## src/rtl/pipe_seq.sv

```systemverilog
// rtl/pipe_seq.sv - power sequencer for the wake-word pipeline
//
// Turns a level enable request into an ordered bring-up (PDM clock, warm-up
// wait, stages enabled one at a time) and an ordered shutdown (PDM clock off,
// drain with timeout, stages disabled in reverse order).
//
// Ports:
//   clk_i         system clock
//   rst_n_i       asynchronous active-low reset
//   en_i          pipeline enable request (level)
//   stage_busy_i  per-stage busy flags, bit k = stage k
//   pdm_clk_en_o  PDM clock gate enable
//   stage_en_o    per-stage enables, thermometer coded from bit 0
//   ready_o       all stages enabled
//   idle_o        fully off
//   timeout_o     one-cycle pulse when the drain times out
module pipe_seq #(
  parameter int NUM_STAGES     = 4,
  parameter int WARMUP_CYCLES  = 5,
  parameter int STAGGER_CYCLES = 2,
  parameter int DRAIN_TIMEOUT  = 64
) (
  input  logic                  clk_i,
  input  logic                  rst_n_i,
  input  logic                  en_i,
  input  logic [NUM_STAGES-1:0] stage_busy_i,
  output logic                  pdm_clk_en_o,
  output logic [NUM_STAGES-1:0] stage_en_o,
  output logic                  ready_o,
  output logic                  idle_o,
  output logic                  timeout_o
);

  localparam int IW   = (NUM_STAGES > 1) ? $clog2(NUM_STAGES) : 1;
  localparam int CMAX = (WARMUP_CYCLES > STAGGER_CYCLES)
                      ? ((WARMUP_CYCLES > DRAIN_TIMEOUT) ? WARMUP_CYCLES : DRAIN_TIMEOUT)
                      : ((STAGGER_CYCLES > DRAIN_TIMEOUT) ? STAGGER_CYCLES : DRAIN_TIMEOUT);
  localparam int CW   = (CMAX > 1) ? $clog2(CMAX) : 1;

  localparam logic [CW-1:0] WARM_LAST  = CW'(WARMUP_CYCLES - 1);
  localparam logic [CW-1:0] STAG_LAST  = CW'(STAGGER_CYCLES - 1);
  localparam logic [CW-1:0] DRAIN_LAST = CW'(DRAIN_TIMEOUT - 1);
  localparam logic [IW-1:0] IDX_LAST   = IW'(NUM_STAGES - 1);

  typedef enum logic [2:0] {
    ST_OFF, ST_WARMUP, ST_RAMP, ST_RUN, ST_DRAIN, ST_RAMPDOWN
  } state_t;

  state_t                  state_q, state_d;
  logic [CW-1:0]           cnt_q, cnt_d;
  logic [IW-1:0]           idx_q, idx_d;
  logic                    pdm_q, pdm_d;
  logic [NUM_STAGES-1:0]   stage_q, stage_d;
  logic                    ready_q, ready_d;
  logic                    idle_q, idle_d;
  logic                    to_q, to_d;
  logic                    drained;

  always_ff @(posedge clk_i or negedge rst_n_i) begin
    if (!rst_n_i) begin
      state_q <= ST_OFF;
      cnt_q   <= '0;
      idx_q   <= '0;
      pdm_q   <= 1'b0;
      stage_q <= '0;
      ready_q <= 1'b0;
      idle_q  <= 1'b1;
      to_q    <= 1'b0;
    end else begin
      state_q <= state_d;
      cnt_q   <= cnt_d;
      idx_q   <= idx_d;
      pdm_q   <= pdm_d;
      stage_q <= stage_d;
      ready_q <= ready_d;
      idle_q  <= idle_d;
      to_q    <= to_d;
    end
  end

  always_comb begin
    state_d = state_q;
    cnt_d   = cnt_q;
    idx_d   = idx_q;
    pdm_d   = pdm_q;
    stage_d = stage_q;
    ready_d = ready_q;
    idle_d  = idle_q;
    to_d    = 1'b0;
    drained = 1'b0;
    case (state_q)
      ST_OFF: begin
        if (en_i) begin
          state_d = ST_WARMUP;
          pdm_d   = 1'b1;
          idle_d  = 1'b0;
          cnt_d   = '0;
        end
      end
      ST_WARMUP: begin
        // A release during warm-up aborts straight to OFF; no stage is on yet.
        if (!en_i) begin
          state_d = ST_OFF;
          pdm_d   = 1'b0;
          idle_d  = 1'b1;
          cnt_d   = '0;
        end else if (cnt_q == WARM_LAST) begin
          stage_d[0] = 1'b1;
          idx_d      = '0;
          cnt_d      = '0;
          if (NUM_STAGES == 1) begin
            state_d = ST_RUN;
            ready_d = 1'b1;
          end else begin
            state_d = ST_RAMP;
          end
        end else begin
          cnt_d = cnt_q + 1'b1;
        end
      end
      ST_RAMP: begin
        // Release wins over a pending stage enable; enabled stages are kept.
        if (!en_i) begin
          state_d = ST_DRAIN;
          pdm_d   = 1'b0;
          cnt_d   = '0;
        end else if (cnt_q == STAG_LAST) begin
          idx_d          = idx_q + 1'b1;
          stage_d[idx_d] = 1'b1;
          cnt_d          = '0;
          if (idx_d == IDX_LAST) begin
            state_d = ST_RUN;
            ready_d = 1'b1;
          end
        end else begin
          cnt_d = cnt_q + 1'b1;
        end
      end
      ST_RUN: begin
        if (!en_i) begin
          state_d = ST_DRAIN;
          ready_d = 1'b0;
          pdm_d   = 1'b0;
          cnt_d   = '0;
        end
      end
      ST_DRAIN: begin
        drained = ((stage_busy_i & stage_q) == '0);
        if (drained || cnt_q == DRAIN_LAST) begin
          // A clean drain on the timeout cycle still counts as clean.
          to_d           = !drained;
          stage_d[idx_q] = 1'b0;
          cnt_d          = '0;
          if (idx_q == '0) begin
            state_d = ST_OFF;
            idle_d  = 1'b1;
          end else begin
            state_d = ST_RAMPDOWN;
          end
        end else begin
          cnt_d = cnt_q + 1'b1;
        end
      end
      ST_RAMPDOWN: begin
        if (cnt_q == STAG_LAST) begin
          idx_d          = idx_q - 1'b1;
          stage_d[idx_d] = 1'b0;
          cnt_d          = '0;
          if (idx_d == '0) begin
            state_d = ST_OFF;
            idle_d  = 1'b1;
          end
        end else begin
          cnt_d = cnt_q + 1'b1;
        end
      end
      default: begin
        state_d = ST_OFF;
      end
    endcase
  end

  assign pdm_clk_en_o = pdm_q;
  assign stage_en_o   = stage_q;
  assign ready_o      = ready_q;
  assign idle_o       = idle_q;
  assign timeout_o    = to_q;

endmodule
```

## config.mk

```make
export PLATFORM = sky130hd
export DESIGN_NAME = pipe_seq
export DESIGN_NICKNAME = d
export VERILOG_FILES = /design/src/rtl/pipe_seq.sv
export SDC_FILE = /design/constraint.sdc
export NUM_CORES = 1
export LEC_CHECK = 0
export BUFFER_PORTS_ARGS = -buffer_cell sky130_fd_sc_hd__clkbuf_2
export CAP_MARGIN = 20
export CORE_MARGIN = 5
export CORE_UTILIZATION = 31
export CTS_BUF_LIST = sky130_fd_sc_hd__clkbuf_16
export DETAILED_ROUTE_END_ITERATION = 7
export SETUP_SLACK_MARGIN = 0.15
export SLEW_MARGIN = 20
export SYNTH_ARGS = -nofsm -noshare
export SYNTH_HDL_FRONTEND = slang
export SYNTH_SLANG_ARGS = --single-unit
```

## constraint.sdc

```tcl
create_clock -name clk_i -period 3.3 [get_ports clk_i]
set_input_delay 0.33 -clock clk_i [delete_from_list [all_inputs] [get_ports clk_i]]
set_output_delay 0.33 -clock clk_i [all_outputs]
set_load 0.03 [all_outputs]
```

==> flow_results.xml, run 1 <==
<?xml version="1.0" encoding="UTF-8"?>
<metrics>
  <group name="outcome">
    <metric name="outcome" unit="">complete, no violations</metric>
  </group>
  <group name="worst_setup_path">
    <metric name="cpMaxStageDelayCell" unit="">sky130_fd_sc_hd__dfrtp_1</metric>
    <metric name="crit_path_max_fanout" unit="">24</metric>
    <metric name="r2r_start" unit="">state_q[0]</metric>
    <metric name="crit_chain" unit="">nor2_2 -&gt; nand2_1 -&gt; o22ai_4 -&gt; nor2_1 -&gt; a31o_2</metric>
    <metric name="critical_path.top_delay_family" unit="">simple AND/OR/NAND/NOR gates</metric>
    <metric name="critPathLaunch" unit="">state_q[0]</metric>
    <metric name="cp_data_required_time" unit="ns">3.44</metric>
    <metric name="critPathBufInv" unit="">0</metric>
    <metric name="crit_path_start_kind" unit="">flop</metric>
    <metric name="crit_cells" unit="">5</metric>
    <metric name="endpoint_kind" unit="">flop</metric>
    <metric name="critical_path_at" unit="ns">2.23</metric>
    <metric name="reg2reg_slack" unit="ns">1.21</metric>
    <metric name="worst-setup-path-type" unit="">flop to flop</metric>
    <metric name="critical_path.reg2reg.endpoint" unit="">state_q[1]</metric>
    <metric name="reg2reg_depth" unit="">5</metric>
    <metric name="timing.critical_path.to" unit="">state_q[1]</metric>
    <metric name="cpPeakStageDelay" unit="ns">0.65</metric>
  </group>
  <group name="logic_synthesis">
    <metric name="netlist_area" unit="mm2">0.00141</metric>
    <metric name="synth-seq-cells" unit="">19</metric>
    <metric name="post_synth_xor_area_fraction" unit="">0</metric>
    <metric name="synth_simple_gate_area_frac" unit="">0.208</metric>
    <metric name="syn_nets" unit="">175</metric>
    <metric name="post_synth_mux_area_share" unit="">0.0293</metric>
    <metric name="synth-edff-count" unit="">0</metric>
    <metric name="synth.yosys.seq_area_share" unit="">0.338</metric>
    <metric name="synth.yosys.warnings" unit="">0</metric>
    <metric name="postSynth.asyncResetShare" unit="">1.00</metric>
    <metric name="post_synth_fa_ha_maj_area_fraction" unit="">0.0621</metric>
    <metric name="dominant_combinational_cell_family_by_area_after_synthesis" unit="">compound AO/OA/AOI/OAI gates</metric>
    <metric name="synthFlopType" unit="">sky130_fd_sc_hd__dfrtp_1</metric>
    <metric name="synthCells" unit="">161</metric>
    <metric name="synth_area_per_cell" unit="um2">8.77</metric>
    <metric name="synth_compound_gate_area_share" unit="">0.291</metric>
    <metric name="synthDistinctLibCells" unit="">52</metric>
  </group>
  <group name="final_layout">
    <metric name="area.growth.synth_to_final" unit="%">10.1</metric>
    <metric name="final_cell_mix" unit="">sky130_fd_sc_hd__o21ai_0, sky130_fd_sc_hd__dfrtp_1, sky130_fd_sc_hd__clkbuf_2</metric>
    <metric name="finalNonFillerCells" unit="">223</metric>
    <metric name="mostFrequentLayoutCell" unit="">sky130_fd_sc_hd__o21ai_0</metric>
    <metric name="layout.filler_cells" unit="">458</metric>
    <metric name="finalNetCount" unit="">186</metric>
    <metric name="post_route_cells_drive_above_1_share" unit="">0.164</metric>
    <metric name="number_of_antenna_repair_diodes" unit="">0</metric>
  </group>
  <group name="clock_network">
    <metric name="cts-buffers-inserted" unit="">3</metric>
    <metric name="cts_tree" unit="">built</metric>
    <metric name="cts_post_setup_buffers_inserted" unit="">0</metric>
    <metric name="post_cts_resize_count" unit="">0</metric>
    <metric name="clock-root-buffer" unit="">sky130_fd_sc_hd__clkbuf_16</metric>
    <metric name="path_clk_slew" unit="ns">0.06</metric>
    <metric name="clk_path_buf_depth" unit="">2</metric>
    <metric name="htree_levels" unit="">1</metric>
    <metric name="insertion_delay" unit="ns">0.25</metric>
    <metric name="cts.sink_count" unit="">19</metric>
    <metric name="post_cts_hold_buffer_count" unit="">0</metric>
  </group>
  <group name="timing">
    <metric name="fmax" unit="GHz">0.478</metric>
    <metric name="setup-violations-final" unit="">0</metric>
    <metric name="skew" unit="ns">0.00328</metric>
    <metric name="remaining_max_slew_budget_at_the_tightest_pin" unit="">0.498</metric>
    <metric name="hold_viol_final" unit="">0</metric>
    <metric name="worstMarginPinSlew" unit="ns">0.753</metric>
    <metric name="max_slew_vio_count" unit="">0</metric>
    <metric name="setup_ws" unit="ns">1.21</metric>
    <metric name="finalSetupTns" unit="ns">0</metric>
    <metric name="final_min_period_over_clock_period" unit="">0.634</metric>
    <metric name="rsz0062_at_grt" unit="">no</metric>
    <metric name="post-route-min-period" unit="ns">2.09</metric>
  </group>
  <group name="hold_path">
    <metric name="hold_path.class" unit="">primary input to async pin</metric>
  </group>
  <group name="grt">
    <metric name="grt_start_max_net_pins" unit="">25</metric>
    <metric name="grt.overflow.total" unit="">0</metric>
    <metric name="groute.usage.overall" unit="">0.118</metric>
    <metric name="grt_pass1_vias" unit="">1183</metric>
    <metric name="grt_pass1_wl" unit="um">5840</metric>
    <metric name="initial_antenna_violation_count" unit="">0</metric>
  </group>
  <group name="pwr">
    <metric name="leakage" unit="nW">0.643</metric>
    <metric name="peak_ir_drop_on_the_vdd_network" unit="V">0.000388</metric>
    <metric name="power_per_cell_area" unit="mW/mm2">951</metric>
  </group>
  <group name="drt">
    <metric name="final_antenna_net_count" unit="">0</metric>
    <metric name="route.detailed.drc" unit="">0</metric>
    <metric name="via_count" unit="">1268</metric>
    <metric name="avgViaCountPerCell" unit="">5.69</metric>
    <metric name="detail_route.wirelength" unit="um">3350</metric>
    <metric name="first_iteration_detailed_routing_drc_count" unit="">109</metric>
    <metric name="drt-wirelength-per-cell" unit="um">15.0</metric>
    <metric name="first_drt_pass_iteration_count" unit="">6</metric>
  </group>
  <group name="floorplanning">
    <metric name="initial_utilization" unit="">0.322</metric>
    <metric name="die_w" unit="um">77.5</metric>
    <metric name="die-height" unit="um">77.5</metric>
    <metric name="io_pins" unit="">15</metric>
    <metric name="core_area" unit="mm2">0.00438</metric>
    <metric name="rows" unit="">24</metric>
    <metric name="dieArea" unit="mm2">0.00600</metric>
  </group>
  <group name="placed_design">
    <metric name="post-dp-hpwl" unit="um">2420</metric>
    <metric name="io_buffer_count" unit="">14</metric>
    <metric name="placer_congestion_estimate" unit="">0.847</metric>
    <metric name="place.detailed.instances" unit="">219</metric>
    <metric name="place_worst_setup_slack" unit="ns">1.24</metric>
  </group>
  <group name="job">
    <metric name="maxCapViolCount" unit="">0</metric>
  </group>
</metrics>
worst min path at each step:
stage | from | endpoint | slack [ns] | depth (start not counted)
6_report | rst_n_i | timeout_o | 0.03 | 1
5_1_grt | rst_n_i | cnt_q[4] | 0.07 | 1
4_1_cts | rst_n_i | cnt_q[4] | 0.05 | 1
3_5_place_dp | rst_n_i | cnt_q[4] | 0.32 | 1
3_3_place_gp | rst_n_i | cnt_q[4] | 0.32 | 1
2_1_floorplan | rst_n_i | cnt_q[0] | 0.03 | 0
per-stage QoR:
| step | power (mW) | instance area, um2 | utilization | hold WS, ns |
|---|---|---|---|---|
| global placement | 1.23 | 1480 | 0.336 | 0.318 |
| floorplan | 1.08 | 1410 | - | 0.0344 |
| finish | 1.48 | 1550 | 0.354 | 0.0298 |
| detailed placement | 1.22 | 1480 | 0.336 | 0.323 |
| global route | 1.61 | 1550 | 0.354 | 0.0696 |
| CTS | 1.48 | 1550 | 0.354 | 0.0515 |
cell families after synthesis:
kind of cell             after synthesis
AO/OA/AOI/OAI                         62
adder cells (fa/ha/maj)                7
buffers and inverters                 16
flip-flops                            19
multiplexers                           4
AND/OR/NAND/NOR                       53
state kept, by name (all words and copies together), names as in the netlist:
signal and flops:
ready_o 1, timeout_o 1, idx_q 2, stage_en_o 4, idle_o 1, state_q 3
cnt_q 6, pdm_clk_en_o 1
worst reg2reg max path: stages, from the launching register on:
cell and delay, ns:
sky130_fd_sc_hd__dfrtp_1 0.65, sky130_fd_sc_hd__nor2_2 0.40, sky130_fd_sc_hd__nand2_1 0.17, sky130_fd_sc_hd__o22ai_4 0.35
sky130_fd_sc_hd__nor2_1 0.15, sky130_fd_sc_hd__a31o_2 0.26
where the power goes:
part	switching, mW	total, mW	internal [mW]
Combinational	0.466	0.764	0.298
Clock	0.0899	0.251	0.161
Sequential	0.150	0.463	0.313
metal layers:
| layer | vias up | share of wire | GRT usage |
|---|---|---|---|
| met3 | 2 | 0.054 | 0.0324 |
| met2 | 35 | 0.46 | 0.179 |
| met4 | 0 | 0.0045 | 0.0223 |
| met1 | 613 | 0.49 | 0.167 |
| met5 | - | 0 | 0 |
| li1 | 618 | - | - |
Yosys cell counts (2+ instances only):
| cell | number | area share |
|---|---|---|
| sky130_fd_sc_hd__a211oi_1 | 2 | 0.011 |
| sky130_fd_sc_hd__a21oi_1 | 10 | 0.035 |
| sky130_fd_sc_hd__a22o_1 | 3 | 0.019 |
| sky130_fd_sc_hd__a31oi_1 | 3 | 0.013 |
| sky130_fd_sc_hd__a32o_1 | 2 | 0.014 |
| sky130_fd_sc_hd__buf_2 | 2 | 0.0071 |
| sky130_fd_sc_hd__buf_6 | 2 | 0.016 |
| sky130_fd_sc_hd__clkbuf_8 | 2 | 0.020 |
| sky130_fd_sc_hd__dfrtp_1 | 18 | 0.32 |
| sky130_fd_sc_hd__ha_1 | 7 | 0.062 |
| sky130_fd_sc_hd__inv_1 | 8 | 0.021 |
| sky130_fd_sc_hd__mux2i_1 | 3 | 0.021 |
| sky130_fd_sc_hd__nand2_1 | 10 | 0.027 |
| sky130_fd_sc_hd__nand2b_1 | 3 | 0.013 |
| sky130_fd_sc_hd__nand3_1 | 5 | 0.018 |
| sky130_fd_sc_hd__nand4_1 | 3 | 0.013 |
| sky130_fd_sc_hd__nor2_1 | 12 | 0.032 |
| sky130_fd_sc_hd__nor2b_1 | 2 | 0.0089 |
| sky130_fd_sc_hd__nor3_1 | 4 | 0.014 |
| sky130_fd_sc_hd__nor3_2 | 2 | 0.014 |
| sky130_fd_sc_hd__o211ai_1 | 2 | 0.011 |
| sky130_fd_sc_hd__o21ai_0 | 25 | 0.089 |
| sky130_fd_sc_hd__o31ai_1 | 2 | 0.011 |
cell type report:
cell class,count,area (um2),share of cell area
Multi-Input combinational cell,126,833,0.536
Clock buffer,3,75.1,0.0483
Inverter,8,30.0,0.0193
Timing Repair Buffer,14,70.1,0.0451
Sequential cell,19,477,0.307
Tap cell,52,65.1,0.0419
Clock inverter,1,3.75,0.00242
Note: power is estimated with default switching activity, not from simulation.
==> run 2, diff against run 1 <==
Clock period 3.3 ns to 1.9 ns, I/O delays scaled along.
==> run 2 against run 1 <==
  * Register-to-register slack worse by 1.1 ns
  * Worst hold slack better by 0.30 ns
  * Non-clock buffer count grew 27
  * Count of clock-buffer cells in the layout stayed put
  * Clock power increased by 80%
  * Global-route usage rose by 0.52 points
  * Worst setup slack worse by 1.1 ns
  * Wire length grew 7.0%
  * Sequential cell count stayed put
  * Core utilization rose by 7.0 points
  * Largest power group unchanged
  * Highest routed layer is now met3
==> flow_results.xml, run 2 (synthesized netlist as in run 1, its figures left out) <==
<?xml version="1.0" encoding="UTF-8"?>
<metrics>
  <group name="worst_setup_path">
    <metric name="cpMaxStageDelayCell" unit="">sky130_fd_sc_hd__dfrtp_1</metric>
    <metric name="reg2reg_slack" unit="ns">0.14</metric>
    <metric name="crit_path_max_fanout" unit="">3</metric>
    <metric name="r2r_start" unit="">cnt_q[1]</metric>
    <metric name="critPathBufInv" unit="">1</metric>
    <metric name="cp_data_required_time" unit="ns">2.04</metric>
    <metric name="cpPeakStageDelay" unit="ns">0.41</metric>
    <metric name="crit_path_start_kind" unit="">flop</metric>
    <metric name="endpoint_kind" unit="">flop</metric>
    <metric name="worst-setup-path-type" unit="">flop to flop</metric>
    <metric name="critPathLaunch" unit="">cnt_q[1]</metric>
    <metric name="critical_path.top_delay_family" unit="">simple AND/OR/NAND/NOR gates</metric>
    <metric name="critical_path_at" unit="ns">1.90</metric>
    <metric name="crit_chain" unit="">inv_2 -&gt; ha_4 -&gt; nor2b_4 -&gt; nand2_2 -&gt; a32o_2 -&gt; nor3_4 -&gt; mux2_4</metric>
  </group>
  <group name="drt">
    <metric name="drt-wirelength-per-cell" unit="um">14.3</metric>
    <metric name="first_drt_pass_iteration_count" unit="">4</metric>
    <metric name="route.detailed.drc" unit="">0</metric>
    <metric name="final_antenna_net_count" unit="">0</metric>
    <metric name="via_count" unit="">1350</metric>
    <metric name="first_iteration_detailed_routing_drc_count" unit="">113</metric>
    <metric name="avgViaCountPerCell" unit="">5.40</metric>
    <metric name="detail_route.wirelength" unit="um">3580</metric>
  </group>
  <group name="floorplanning">
    <metric name="rows" unit="">24</metric>
    <metric name="initial_utilization" unit="">0.322</metric>
    <metric name="die-height" unit="um">77.5</metric>
    <metric name="die_w" unit="um">77.5</metric>
    <metric name="core_area" unit="mm2">0.00438</metric>
    <metric name="dieArea" unit="mm2">0.00600</metric>
    <metric name="io_pins" unit="">15</metric>
  </group>
  <group name="final_layout">
    <metric name="area.growth.synth_to_final" unit="%">32.0</metric>
    <metric name="regMostFlops" unit="">cnt_q</metric>
    <metric name="largest_register_ff_count" unit="">6</metric>
    <metric name="finalNetCount" unit="">213</metric>
    <metric name="final_cell_mix" unit="">sky130_fd_sc_hd__buf_4, sky130_fd_sc_hd__o21ai_0, sky130_fd_sc_hd__dfrtp_1, sky130_fd_sc_hd__clkbuf_2, sky130_fd_sc_hd__nor2_1</metric>
    <metric name="post_route_cells_drive_above_1_share" unit="">0.374</metric>
    <metric name="layout.filler_cells" unit="">414</metric>
    <metric name="number_of_antenna_repair_diodes" unit="">0</metric>
    <metric name="mostFrequentLayoutCell" unit="">sky130_fd_sc_hd__buf_4</metric>
    <metric name="final_core_util" unit="">0.425</metric>
  </group>
  <group name="outcome">
    <metric name="outcome" unit="">complete, no violations</metric>
  </group>
  <group name="clock_network">
    <metric name="clock-root-buffer" unit="">sky130_fd_sc_hd__clkbuf_16</metric>
    <metric name="cts-buffers-inserted" unit="">3</metric>
    <metric name="path_clk_slew" unit="ns">0.06</metric>
    <metric name="htree_levels" unit="">1</metric>
    <metric name="clk_path_buf_depth" unit="">2</metric>
    <metric name="insertion_delay" unit="ns">0.25</metric>
    <metric name="cts_tree" unit="">built</metric>
    <metric name="cts.sink_count" unit="">19</metric>
  </group>
  <group name="timing">
    <metric name="setup_ws" unit="ns">0.140</metric>
    <metric name="hold_viol_final" unit="">0</metric>
    <metric name="max_slew_vio_count" unit="">0</metric>
    <metric name="skew" unit="ns">0.00337</metric>
    <metric name="worstMarginPinSlew" unit="ns">0.500</metric>
    <metric name="final_min_period_over_clock_period" unit="">0.926</metric>
    <metric name="finalSetupTns" unit="ns">0</metric>
    <metric name="setup-violations-final" unit="">0</metric>
    <metric name="remaining_max_slew_budget_at_the_tightest_pin" unit="">0.667</metric>
    <metric name="fmax" unit="GHz">0.568</metric>
    <metric name="rsz0062_at_grt" unit="">yes</metric>
    <metric name="post-route-min-period" unit="ns">1.76</metric>
  </group>
  <group name="hold_path">
    <metric name="worst_hold_startpoint" unit="">en_i</metric>
    <metric name="hold_path.class" unit="">primary input to flop</metric>
  </group>
  <group name="placed_design">
    <metric name="post-dp-hpwl" unit="um">2630</metric>
    <metric name="io_buffer_count" unit="">14</metric>
    <metric name="place_worst_setup_slack" unit="ns">0.0236</metric>
    <metric name="placer_congestion_estimate" unit="">0.847</metric>
  </group>
  <group name="grt">
    <metric name="grt_start_max_net_pins" unit="">20</metric>
    <metric name="groute.usage.overall" unit="">0.123</metric>
    <metric name="grt_pass1_wl" unit="um">6200</metric>
    <metric name="initial_antenna_violation_count" unit="">0</metric>
    <metric name="grt_pass1_vias" unit="">1331</metric>
    <metric name="grt.overflow.total" unit="">0</metric>
  </group>
  <group name="pwr">
    <metric name="peak_ir_drop_on_the_vdd_network" unit="V">0.000842</metric>
    <metric name="power_per_cell_area" unit="mW/mm2">1680</metric>
    <metric name="post_route_total_power" unit="mW">3.14</metric>
    <metric name="leakage" unit="nW">0.802</metric>
  </group>
  <group name="job">
    <metric name="maxCapViolCount" unit="">0</metric>
  </group>
</metrics>
run 2: changes by cell type in the layout (fill, tap and decap cells not counted), sizes merged:
| cell | change |
|---|---|
| buf | +26 |
| clkinvlp | +1 |
| inv | -1 |
| dlygate4sd3 | +1 |
run 2: layout make-up:
class / instances / area (um2) / area share
Multi-Input combinational cell: 126 / 916 / 0.492
Sequential cell: 19 / 482 / 0.259
Timing Repair Buffer: 41 / 288 / 0.154
Clock inverter: 1 / 7.51 / 0.00403
Tap cell: 52 / 65.1 / 0.0349
Clock buffer: 3 / 75.1 / 0.0403
Inverter: 8 / 30.0 / 0.0161
run 2: repair_timing:
action / 4_1_cts / 5_1_grt
resized for setup: 7 / 24
hold buffers: 1 / 0
endpoints found under the hold margin: 18 / 0
buffers inserted: 6 / 2
setup endpoints to repair: 8 / 16
pin swaps: 3 / 8
run 2: worst reg2reg max path, stage by stage (launching register included):
cell and delay [ns]:
sky130_fd_sc_hd__dfrtp_1 0.41, sky130_fd_sc_hd__inv_2 0.10, sky130_fd_sc_hd__ha_4 0.12, sky130_fd_sc_hd__nor2b_4 0.15
sky130_fd_sc_hd__nand2_2 0.07, sky130_fd_sc_hd__a32o_2 0.28, sky130_fd_sc_hd__nor3_4 0.21, sky130_fd_sc_hd__mux2_4 0.31
run 2: path summary, 6_finish.rpt:
path,to,cells past startpoint
setup / recovery,state_q[0],7
hold reg to reg,idle_o,2
max in group asynchronous,stage_en_o[0],2
setup reg to reg,state_q[0],7
hold / removal,pdm_clk_en_o,3
min in group asynchronous,cnt_q[3],2
run 2: where the power goes:
| part | leakage (nW) | internal, mW | switching [mW] |
|---|---|---|---|
| combinational | 0.523 | 0.891 | 1.07 |
| clock | 0.0371 | 0.285 | 0.168 |
| sequential | 0.242 | 0.551 | 0.173 |
| total | 0.802 | 1.73 | 1.41 |
run 2: routing by layer:
layer / track usage / part of all wire / vias to the layer above
met5: 0 / 0 / -
met4: 0.0120 / 0 / 0
met3: 0.0324 / 0.052 / 0
met2: 0.205 / 0.49 / 34
met1: 0.166 / 0.45 / 642
li1: - / - / 674
run 2: per-stage QoR:
step                instances  area [um2]  hold slack [ns]
floorplan                 161        1410           -0.106
global placement          237        1610            0.183
detailed placement        237        1610            0.181
CTS                       248        1780            0.328
global route              250        1860            0.397
finish                    250        1860            0.325
==> run 3, diff against run 2 <==
Settings changed: ABC_AREA set to 1.
==> run 3 against run 2 <==
  * Worst hold slack got worse by 0.012 ns
  * Register-to-register slack gained 0.17 ns
  * Non-clock buffer count shrank 25
  * Clock power decreased by 5.3%
  * Synthesized cell count grew 32%
  * Die area is 5.9% higher
  * Critical path depth grew 3
  * Clock skew shrank 0.0017 ns
  * Global-route usage fell by 0.82 points
  * Critical endpoint is now state_q[2]
  * Highest routed layer is now met4
==> flow_results.xml, run 3 <==
<?xml version="1.0" encoding="UTF-8"?>
<metrics>
  <group name="worst_setup_path">
    <metric name="crit_path_start_kind" unit="">flop</metric>
    <metric name="cpPeakStageDelay" unit="ns">0.41</metric>
    <metric name="crit_path_max_fanout" unit="">5</metric>
    <metric name="cpMaxStageDelayCell" unit="">sky130_fd_sc_hd__dfrtp_1</metric>
    <metric name="critPathBufInv" unit="">1</metric>
    <metric name="cp_data_required_time" unit="ns">2.04</metric>
    <metric name="critical-path-top-cell-by-count" unit="">sky130_fd_sc_hd__nand2_1</metric>
    <metric name="crit_chain" unit="">ha_1 -&gt; nand2_1 -&gt; inv_1 -&gt; nand3_1 -&gt; nand3_4 -&gt; nand2_2 -&gt; nor2_4 -&gt; nand2_2 -&gt; nand2_1 -&gt; nand2_1</metric>
    <metric name="worst-setup-path-type" unit="">flop to flop</metric>
    <metric name="reg2reg_slack" unit="ns">0.31</metric>
    <metric name="critical_path_at" unit="ns">1.73</metric>
    <metric name="critical_path.top_delay_family" unit="">simple AND/OR/NAND/NOR gates</metric>
    <metric name="endpoint_kind" unit="">flop</metric>
  </group>
  <group name="logic_synthesis">
    <metric name="synth-edff-count" unit="">0</metric>
    <metric name="synth_commonest_cells" unit="">sky130_fd_sc_hd__nand2_1, sky130_fd_sc_hd__nand3_1, sky130_fd_sc_hd__nor2_1, sky130_fd_sc_hd__inv_1, sky130_fd_sc_hd__dfrtp_1</metric>
    <metric name="top_count_cell_post_synth" unit="">sky130_fd_sc_hd__nand2_1</metric>
    <metric name="synth_area_per_cell" unit="um2">7.08</metric>
    <metric name="netlist_area" unit="mm2">0.00151</metric>
    <metric name="postSynth.asyncResetShare" unit="">1.00</metric>
    <metric name="synthCells" unit="">213</metric>
    <metric name="synth.top_cells.by_area" unit="">sky130_fd_sc_hd__dfrtp_1, sky130_fd_sc_hd__nand2_1, sky130_fd_sc_hd__nand3_1</metric>
    <metric name="synthFlopType" unit="">sky130_fd_sc_hd__dfrtp_1</metric>
    <metric name="synth.yosys.seq_area_share" unit="">0.316</metric>
    <metric name="yosys.area.top_type_share" unit="">0.299</metric>
    <metric name="syn_nets" unit="">227</metric>
    <metric name="synth-seq-cells" unit="">19</metric>
    <metric name="synth.largest_area_cell" unit="">sky130_fd_sc_hd__dfrtp_1</metric>
    <metric name="synth.yosys.warnings" unit="">0</metric>
    <metric name="synthDistinctLibCells" unit="">26</metric>
  </group>
  <group name="floorplanning">
    <metric name="die_w" unit="um">79.7</metric>
    <metric name="rows" unit="">25</metric>
    <metric name="core_area" unit="mm2">0.00472</metric>
    <metric name="die-height" unit="um">79.7</metric>
    <metric name="initial_utilization" unit="">0.319</metric>
    <metric name="io_pins" unit="">15</metric>
    <metric name="dieArea" unit="mm2">0.00636</metric>
  </group>
  <group name="job">
    <metric name="maxCapViolCount" unit="">0</metric>
  </group>
  <group name="drt">
    <metric name="drt-wirelength-per-cell" unit="um">11.0</metric>
    <metric name="first_iteration_detailed_routing_drc_count" unit="">88</metric>
    <metric name="final_antenna_net_count" unit="">0</metric>
    <metric name="avgViaCountPerCell" unit="">4.50</metric>
    <metric name="via_count" unit="">1342</metric>
    <metric name="detail_route.wirelength" unit="um">3280</metric>
    <metric name="route.detailed.drc" unit="">0</metric>
    <metric name="first_drt_pass_iteration_count" unit="">4</metric>
  </group>
  <group name="grt">
    <metric name="groute.usage.overall" unit="">0.115</metric>
    <metric name="grt.overflow.total" unit="">0</metric>
    <metric name="grt_pass1_wl" unit="um">5870</metric>
    <metric name="grt_start_max_net_pins" unit="">20</metric>
    <metric name="initial_antenna_violation_count" unit="">0</metric>
    <metric name="grt_pass1_vias" unit="">1316</metric>
  </group>
  <group name="timing">
    <metric name="fmax" unit="GHz">0.630</metric>
    <metric name="final_min_period_over_clock_period" unit="">0.835</metric>
    <metric name="rsz0062_at_grt" unit="">no</metric>
    <metric name="finalSetupTns" unit="ns">0</metric>
    <metric name="setup-violations-final" unit="">0</metric>
    <metric name="remaining_max_slew_budget_at_the_tightest_pin" unit="">0.687</metric>
    <metric name="post-route-min-period" unit="ns">1.59</metric>
    <metric name="skew" unit="ns">0.00168</metric>
    <metric name="hold_viol_final" unit="">0</metric>
    <metric name="worstMarginPinSlew" unit="ns">0.470</metric>
    <metric name="max_slew_vio_count" unit="">0</metric>
  </group>
  <group name="clock_network">
    <metric name="clk_path_buf_depth" unit="">2</metric>
    <metric name="cts.sink_count" unit="">19</metric>
    <metric name="post_cts_hold_buffer_count" unit="">1</metric>
    <metric name="cts_post_setup_buffers_inserted" unit="">0</metric>
    <metric name="htree_levels" unit="">1</metric>
    <metric name="cts-buffers-inserted" unit="">3</metric>
    <metric name="cts_tree" unit="">built</metric>
    <metric name="path_clk_slew" unit="ns">0.05</metric>
    <metric name="insertion_delay" unit="ns">0.25</metric>
    <metric name="post_cts_resize_count" unit="">0</metric>
    <metric name="clock-root-buffer" unit="">sky130_fd_sc_hd__clkbuf_16</metric>
  </group>
  <group name="final_layout">
    <metric name="finalNetCount" unit="">246</metric>
    <metric name="regMostFlops" unit="">cnt_q</metric>
    <metric name="post_route_cells_drive_above_1_share" unit="">0.225</metric>
    <metric name="final_design_area_excluding_fillers" unit="mm2">0.00174</metric>
    <metric name="largest_register_ff_count" unit="">6</metric>
    <metric name="final_cell_mix" unit="">sky130_fd_sc_hd__nand2_1, sky130_fd_sc_hd__nand3_1, sky130_fd_sc_hd__inv_1, sky130_fd_sc_hd__nor2_1, sky130_fd_sc_hd__dfrtp_1</metric>
    <metric name="area.growth.synth_to_final" unit="%">15.4</metric>
    <metric name="number_of_antenna_repair_diodes" unit="">0</metric>
    <metric name="mostFrequentLayoutCell" unit="">sky130_fd_sc_hd__nand2_1</metric>
  </group>
  <group name="placed_design">
    <metric name="io_buffer_count" unit="">14</metric>
    <metric name="placer_congestion_estimate" unit="">0.851</metric>
    <metric name="post_place_cell_area" unit="mm2">0.00165</metric>
    <metric name="post-dp-hpwl" unit="um">2690</metric>
  </group>
  <group name="pwr">
    <metric name="peak_ir_drop_on_the_vdd_network" unit="V">0.000382</metric>
    <metric name="swShare" unit="">0.491</metric>
    <metric name="pwr-share-seq" unit="">0.276</metric>
    <metric name="leakage" unit="nW">0.898</metric>
    <metric name="power_frac_clock" unit="">0.166</metric>
    <metric name="post_route_total_power" unit="mW">2.59</metric>
    <metric name="power.combinational.fraction" unit="">0.558</metric>
    <metric name="power_per_cell_area" unit="mW/mm2">1490</metric>
    <metric name="switching_power" unit="mW">1.27</metric>
    <metric name="power_report.internal_total" unit="mW">1.32</metric>
  </group>
  <group name="hold_path">
    <metric name="hold_path.class" unit="">primary input to flop</metric>
  </group>
  <group name="outcome">
    <metric name="outcome" unit="">complete, no violations</metric>
  </group>
</metrics>
run 3: cell types whose count changed after synthesis, moves of 4 or more:
cell	previous run	this run
sky130_fd_sc_hd__nand2_1	10	59
sky130_fd_sc_hd__nand3_1	5	24
sky130_fd_sc_hd__o21ai_0	25	10
sky130_fd_sc_hd__inv_1	8	20
sky130_fd_sc_hd__inv_2	0	10
sky130_fd_sc_hd__nor2_1	12	21
sky130_fd_sc_hd__nand2_2	0	8
sky130_fd_sc_hd__a21oi_1	10	4
sky130_fd_sc_hd__nor2_4	0	6
sky130_fd_sc_hd__nor3_1	4	0
run 3: area by class of cell:
cell class	count	area (um2)
fill	502	2980
multi-input combinational	162	900
sequential	19	477
inverter	30	113
timing repair buffer	16	87.6
tap	67	83.8
clock buffer	3	75.1
clock inverter	1	3.75
run 3: worst paths after layout:
check	to	cells past startpoint	start
worst min register to register	idle_o	2	idle_o
max in group asynchronous	idle_o	2	rst_n_i
worst min-delay path	timeout_o	5	stage_busy_i[2]
worst max-delay path	state_q[2]	10	cnt_q[0]
min in group asynchronous	cnt_q[2]	2	rst_n_i
worst max register to register	state_q[2]	10	cnt_q[0]
run 3: stage by stage:
step	setup slack [ns]	hold slack, ns	instances	util
after floorplan	0.512	-0.106	213	-
after global placement	0.308	0.174	293	0.349
after detailed placement	0.301	0.178	293	0.349
after CTS	0.291	0.319	298	0.368
after global routing	0.160	0.392	298	0.368
final	0.313	0.313	298	0.368
run 3: per-layer routing:
metal  vias to the layer above  global-route usage  share of wire
li1                        719                   -              -
met1                       609               0.151           0.48
met2                        12               0.195           0.49
met3                         2              0.0135          0.019
met4                         0              0.0355          0.012
met5                         -                   0              0
run 3: logic make-up after synthesis:
logic type,share of synthesized area
compound gates,0.0598
flops,0.316
simple gates,0.461
xor+xnor,0.0174
buf+inv,0.0871
fa+ha+maj,0.0581
run 3: tightest hold or removal path, cell delays in order:
cell	delay, ns
sky130_fd_sc_hd__clkbuf_2	0.08
sky130_fd_sc_hd__nand2_1	0.04
sky130_fd_sc_hd__nand2_1	0.06
sky130_fd_sc_hd__nor2_1	0.10
sky130_fd_sc_hd__nor4_1	0.05
run 3: power groups by stage:
stage,combinational [mW],sequential [mW],clock [mW]
after detailed placement,1.45,0.722,0
after CTS,1.46,0.714,0.444
after global placement,1.45,0.718,0
final,1.44,0.714,0.429
after global routing,1.66,0.737,0.463
after floorplan,1.04,0.816,0
